[config.mk]
export PLATFORM = sky130hd
export DESIGN_NAME = imem_loader
export DESIGN_NICKNAME = d
export VERILOG_FILES = /design/src/rtl/imem_loader.sv
export SDC_FILE = /design/constraint.sdc
export NUM_CORES = 1
export LEC_CHECK = 0
export CORE_MARGIN = 2
export CORE_UTILIZATION = 50
export CTS_BUF_LIST = sky130_fd_sc_hd__clkbuf_4
export DETAILED_ROUTE_END_ITERATION = 6
export HOLD_SLACK_MARGIN = 0.15
export PLACE_DENSITY = 0.81
export REMOVE_ABC_BUFFERS = 1
export SETUP_SLACK_MARGIN = 0.2
export SLEW_MARGIN = 10
export SYNTH_ARGS = -nofsm -noshare
export SYNTH_HDL_FRONTEND = slang
export SYNTH_SLANG_ARGS = --single-unit
[constraint.sdc]
create_clock -name clk -period 2.2 [get_ports clk]
set_input_delay 0.44 -clock clk [delete_from_list [all_inputs] [get_ports clk]]
set_output_delay 0.44 -clock clk [all_outputs]
set_load 0.01 [all_outputs]
[src/rtl/imem_loader.sv]
// Instruction memory image loader: packs a framed byte stream into 32-bit words,
// writes them at word-aligned byte addresses and holds the CPU until the checksum passes.
module imem_loader #(
  parameter int unsigned DEPTH  = 64,
  parameter int unsigned ADDR_W = 32
) (
  input  logic              clk,
  input  logic              rst,
  input  logic              start,
  input  logic [7:0]        rx_data,
  input  logic              rx_valid,
  output logic              rx_ready,
  output logic              wr_en,
  output logic [ADDR_W-1:0] wr_addr,
  output logic [31:0]       wr_data,
  output logic              cpu_hold,
  output logic              done,
  output logic              err
);

  typedef enum logic [2:0] {
    StIdle, StLen, StData, StWrite, StCsum, StDone, StErr
  } state_e;

  state_e      state_q, state_d;
  logic [7:0]  n_q, n_d;
  logic [7:0]  idx_q, idx_d;
  logic [1:0]  bcnt_q, bcnt_d;
  logic [31:0] word_q, word_d;
  logic [7:0]  csum_q, csum_d;

  always_ff @(posedge clk or negedge rst) begin
    if (!rst) begin
      state_q <= StIdle;
      n_q     <= '0;
      idx_q   <= '0;
      bcnt_q  <= '0;
      word_q  <= '0;
      csum_q  <= '0;
    end else begin
      state_q <= state_d;
      n_q     <= n_d;
      idx_q   <= idx_d;
      bcnt_q  <= bcnt_d;
      word_q  <= word_d;
      csum_q  <= csum_d;
    end
  end

  always_comb begin
    state_d  = state_q;
    n_d      = n_q;
    idx_d    = idx_q;
    bcnt_d   = bcnt_q;
    word_d   = word_q;
    csum_d   = csum_q;
    rx_ready = 1'b0;
    case (state_q)
      StIdle: begin
        if (start) state_d = StLen;
      end
      StLen: begin
        rx_ready = 1'b1;
        if (rx_valid) begin
          if (rx_data == 8'd0 || 32'(rx_data) > DEPTH) begin
            state_d = StErr;
          end else begin
            n_d     = rx_data;
            idx_d   = '0;
            bcnt_d  = '0;
            csum_d  = '0;
            state_d = StData;
          end
        end
      end
      StData: begin
        rx_ready = 1'b1;
        if (rx_valid) begin
          word_d = {word_q[23:0], rx_data};
          csum_d = csum_q ^ rx_data;
          bcnt_d = bcnt_q + 2'd1;
          if (bcnt_q == 2'd3) state_d = StWrite;
        end
      end
      StWrite: begin
        idx_d   = idx_q + 8'd1;
        state_d = (idx_q + 8'd1 == n_q) ? StCsum : StData;
      end
      StCsum: begin
        rx_ready = 1'b1;
        if (rx_valid) state_d = (rx_data == csum_q) ? StDone : StErr;
      end
      StDone, StErr: begin
        if (start) state_d = StLen;
      end
      default: state_d = StIdle;
    endcase
  end

  // Outputs decode straight from registered state, so reset values hold asynchronously.
  assign wr_en    = (state_q == StWrite);
  assign wr_addr  = ADDR_W'(idx_q) << 2;
  assign wr_data  = word_q;
  assign cpu_hold = (state_q != StDone);
  assign done     = (state_q == StDone);
  assign err      = (state_q == StErr);

endmodule

==> results of run 1 <==
==> kinds of logic (layout without fill, tap and decap cells) <==
group                      Yosys count  count (layout)  synth area share, %
AOI/OAI and AO/OA                   54              54                 12.0
other                                1              24                0.115
and+or+nand+nor                    179             179                 24.1
xor gates and xnor gates            14              14                 3.76
adders and majority gates            2               2                0.768
DFF                                 61              61                 46.9
muxes                                9               9                 2.77
buffers and inverters               50             120                 9.64
==> through the flow <==
step                      cells  setup WS, ps  utilization, %
after floorplan             351          33.0               -
after global placement      508          -159            62.1
after detailed placement    508          -196            62.1
after CTS                   533          26.6            65.9
after global routing        540           203            67.2
final                       540           267            67.2
==> registers in the layout, indices dropped and copies added, names as in the netlist <==
register,cells
idx_q,8
csum_q,8
bcnt_q,2
wr_data,32
n_q,8
state_q,3
==> worst max path at each step <==
stage                from   endpoint  slack [ps]  cells after the start
2_1_floorplan  state_q[2]  csum_q[3]          30                      4
6_report       rx_data[2]  csum_q[3]         270                      7
5_1_grt        rx_data[2]   idx_q[5]         200                      7
3_3_place_gp   rx_data[0]   idx_q[5]        -160                      7
3_5_place_dp   rx_data[0]  csum_q[7]        -200                      7
4_1_cts        state_q[2]       done          30                      5
==> cell usage in the layout (no fill, tap or decap), drive strengths merged, types with 3 or more instances in the layout <==
cell type and instances:
o21ai 18, or3 3, clkinv 5, nor4 3, and2 3, conb 24
nand3 8, clkdlybuf4s50 48, inv 7, nor2b 9, xnor2 5, nor2 11
a22o 7, clkbuf 9, xor2 9, a21oi 8, dfrtp 61, nor3 7
nand2 128, dlymetal6s2s 3, a21o 3, buf 41, mux2i 9
==> worst reg2reg max path, stage by stage, from the launching register on <==
cell and delay [ps]:
dfrtp_2 440, buf_4 150, clkinvlp_4 70, buf_4 170
nand2_1 130, a2111oi_4 310, buf_4 220, o21ai_0 80
a22o_1 230
==> power by group <==
group / internal [uW] / switching, uW / total (uW) / leakage, uW
combinational: 1390 / 1340 / 2730 / 0.00126
sequential: 1590 / 381 / 1970 / 0.000782
clock: 444 / 406 / 851 / 0.0000799
total: 3430 / 2130 / 5560 / 0.00213
==> what timing repair did <==
item	4_1_cts	5_1_grt
hold endpoints to repair	61	0
setup endpoints to repair	9	12
pin swaps	0	6
hold buffers	1	0
setup buffers	8	7
gates cloned	0	0
resized for setup	16	15
==> layer usage <==
metal | vias up | GRT usage, %
met1 | 1352 | 26.6
met5 | - | 0
met2 | 93 | 36.6
met3 | 21 | 4.33
met4 | 0 | 11.8
li1 | 1367 | -
==> final cells by class <==
cell class,instances,area (sq um)
clock buffer,9,67.6
clock inverter,7,80.1
timing repair buffer,96,883
tap,77,96.3
inverter,8,33.8
multi-input combinational,282,1550
fill,503,2070
sequential,61,1530
==> impl_metrics.ini, run 1 <==
[route]
totalWireLength_mm = 7.73
drtIter0Drc = 192
wl_met3_microns = 353
viasPerCell = 5.25
routed.top_layer = met4
dr.pass1.iters = 4
wl_met2_mm = 3.88
post_drt_wl_per_cell_microns = 14.3
post-route-drc-count = 0
final_antenna_net_count = 0
drt-met1-wl_mm = 3.25
num_vias = 2833

[synthesis]
synth.most_common_cell = nand2_1
yosysSeqAreaShare_pct = 46.9
ys_top_cells_by_area = dfrtp_1 (47%), nand2_1 (15%), buf_4 (5.8%)
syn_area_sq_mm = 0.00326
synthTopCellsByCount = nand2_1 (128), dfrtp_1 (61), buf_4 (25), o21ai_0 (14), nor2_1 (11)
synth.top_cell.area_share_pct = 46.9
synthCells = 370
synth.largest_area_cell = dfrtp_1
ys_types = 51
synth_edf_count = 0
ys_ff_latch = 61
synth_warnings = 0
syn_avg_cell_area_sq_um = 8.81
ys_async_sr_fraction_pct = 100
synth_ff_type = dfrtp_1

[global_route]
grt.total_usage_pct = 21.9
antenna_found_initial = 0
grt_pass1_vias = 2705
grt_max_degree = 49
grt_overflow = 0
grt_pass1_wl_mm = 12.4

[cells_and_area]
final_design_area_no_fill_sq_mm = 0.00425
n_antenna_cell = 0
final_nets = 472
layout-drive-gt1-share_pct = 16.0
areaGrowthSynthToFinish_pct = 30.3

[timing]
whs_ps = 481
hold_viol_final = 0
drv_slew = 0
finalCritPeriodShare_pct = 87.9
skew_ps = 13.3
rsz0062_at_grt = false
layout_min_cycle_time_ps = 1930
finalSetupViolCount = 0
setup_tns_ps = 0
max_freq_mhz = 517

[flow_run]
maxCapViolCount = 0

[worst_setup_path]
cp.arrival_ps = 2230
crit_required_ps = 2500
critPathMaxFanout = 17
cp-start-kind = primary input
crit_family = buffers and inverters
ff2ff_path_depth = 8
crit_slowest_cell = clkdlybuf4s50_1
crit_type = in2reg
rr_startpoint = state_q[1]
endpoint_kind = flip-flop
rr_endpoint = idx_q[5]
crit_chain = clkdlybuf4s50_1, nor4_4, nand3_2, a2111o_1, buf_6, a21oi_1, mux2i_1
crit_buf_inv = 2
slowest_delay_ps = 460
ff2ff_setup_slack_ps = 300

[floorplan]
core_sq_mm = 0.00631
ioPinCount = 81
die-height_microns = 84.7
initial_core_util_pct = 51.6
rows = 29
die_area_sq_mm = 0.00718
die_w_microns = 84.7

[clocking]
cts-buffers-inserted = 9
cts.sinks = 61
cts_max_path_buffers = 2
h-tree-depth = 3
clkSlewWorstSetupHoldPaths_ps = 100
cts_tree = yes
root_buffer = clkbuf_4
clk_latency_ps = 420

[place]
io_buffers = 56
place_congestion = 0.821
placed_cell_area_sq_mm = 0.00392
hpwl_mm = 5.04

[min_path]
worstHoldStart = wr_data[27]
hp-class = reg2reg
whs_path_depth = 2
min_to = wr_data[27]

[pwr]
leakagePower_uw = 0.00213
powerDensity_mw_per_mm2 = 1310
power_uw = 5560
ir_drop_mv = 0.874

[run_status]
status = complete, no violations
(Power assumes the default switching activity.)
==> run 2, diff against run 1 <==
MAX_ROUTING_LAYER = met4   (was default)
==> impl_metrics.ini, run 2 (synthesis gave the netlist of run 1 again) <==
[place]
io_buffers = 56
hpwl_mm = 4.92
place_congestion = 0.832
placed_cells = 508

[floorplan]
die-height_microns = 84.7
die_w_microns = 84.7
ioPinCount = 81
core_sq_mm = 0.00631
initial_core_util_pct = 51.6
die_area_sq_mm = 0.00718
rows = 29

[global_route]
grt_overflow = 0
grt_pass1_wl_mm = 12.3
grt_max_degree = 49
grt_pass1_vias = 2692
grt.total_usage_pct = 22.0
antenna_found_initial = 0

[pwr]
powerDensity_mw_per_mm2 = 1310
leakagePower_uw = 0.00215
ir_drop_mv = 0.863
power_uw = 5560

[flow_run]
maxCapViolCount = 0

[worst_setup_path]
slowest_delay_ps = 530
cp.arrival_ps = 1560
endpoint_kind = primary output
rr_endpoint = state_q[2]
ff2ff_setup_slack_ps = 260
critPathMaxFanout = 5
crit_chain = buf_4, clkdlybuf4s50_1
cp-start-kind = flip-flop
crit_buf_inv = 2
rr_startpoint = idx_q[3]
worstSetupPathDepth = 2
crit_slowest_cell = clkdlybuf4s50_1
crit_type = reg2out
ff2ff_path_depth = 6
crit_required_ps = 1760
crit_family = buffers and inverters

[min_path]
hp-class = in2reg
whs_path_depth = 4
min_to = n_q[1]
worstHoldStart = rx_data[1]

[timing]
rsz0062_at_grt = true
hold_viol_final = 0
drv_slew = 0
max_freq_mhz = 501
skew_ps = 11.5
whs_ps = 469
finalCritPeriodShare_pct = 90.7
finalSetupViolCount = 0
layout_min_cycle_time_ps = 2000

[cells_and_area]
largest_register_ffs = 32
areaGrowthSynthToFinish_pct = 30.6
final_cells = 540
layout_common_cells = nand2_1 (127), dfrtp_1 (56), clkdlybuf4s50_1 (47), buf_4 (38), conb_1 (24)
fillers = 501
n_antenna_cell = 0
layout-drive-gt1-share_pct = 17.1
final_common_cell = nand2_1
final_nets = 473

[route]
dr.pass1.iters = 4
viasPerCell = 5.23
num_vias = 2826
post-route-drc-count = 0
totalWireLength_mm = 7.37
final_antenna_net_count = 0
post_drt_wl_per_cell_microns = 13.6
drtIter0Drc = 172

[clocking]
cts_max_path_buffers = 2
root_buffer = clkbuf_4
clkSlewWorstSetupHoldPaths_ps = 100
h-tree-depth = 3
cts-buffers-inserted = 9
cts.sinks = 61
cts_tree = yes
clk_latency_ps = 410

[run_status]
status = complete, no violations
## run 2: cell types whose count changed in the layout (fill, tap and decap cells not counted), moves of 2 or more
cell	delta
a21oi_2	-2
clkinv_1	-3
a21oi_1	+2
buf_4	+3
## run 2: worst reg2reg max path, cell delays in order (launching register included)
cell and delay [ps]:
dfrtp_1 430, buf_4 160, or3_1 370, a311oi_1 260
o21ai_0 160, a221oi_2 320, a21bo_2 180
## run 2: worst max path at each step
stage	start	to	slack, ps
2_1_floorplan	state_q[2]	csum_q[3]	30
3_3_place_gp	rx_data[0]	idx_q[5]	-160
3_5_place_dp	rx_data[0]	csum_q[1]	-180
4_1_cts	state_q[2]	done	20
5_1_grt	idx_q[1]	wr_addr[3]	170
6_report	idx_q[1]	wr_addr[3]	200
## run 2: layer usage
| layer | up-vias | track usage (%) | routed length (microns) |
|---|---|---|---|
| met3 | 16 | 4.52 | 390 |
| met5 | - | - | 0 |
| met2 | 97 | 34.6 | 3660 |
| li1 | 1364 | - | - |
| met1 | 1349 | 27.9 | 3160 |
| met4 | 0 | 8.95 | 150 |
## run 2: through the flow
| stage | util [%] | TNS (ps) | setup WS, ps | instance area [sq um] |
|---|---|---|---|---|
| 5_1_grt | 67.4 | 0 | 168 | 4260 |
| 6_report | 67.4 | 0 | 204 | 4260 |
| 4_1_cts | 66.1 | 0 | 22.9 | 4170 |
| 3_5_place_dp | 62.1 | -2510 | -183 | 3920 |
| 2_1_floorplan | - | 0 | 33.0 | 3060 |
| 3_3_place_gp | 62.1 | -1760 | -160 | 3920 |
## run 2: where the power goes
part	leakage (uW)	switching [uW]	internal, uW
Sequential	0.000783	385	1590
Combinational	0.00128	1310	1410
Clock	0.0000799	412	462
Total	0.00215	2100	3460
## run 2: cell type report
type	instances	area, sq um	area share (%)
multi-input cells	282	1550	36.5
flip-flops and latches	61	1530	36.0
repair buffers	97	888	20.9
well taps	77	96.3	2.26
clock inverters	5	76.3	1.79
clock buffers	10	75.1	1.76
inverters	8	35.0	0.823
## run 2: repair_timing
action / in CTS / in global routing
endpoints found under the setup margin: 9 / 8
pin swaps: 0 / 6
gates resized for setup: 18 / 13
endpoints found under the hold margin: 61 / 0
hold buffers: 1 / 0
buffers inserted: 9 / 7
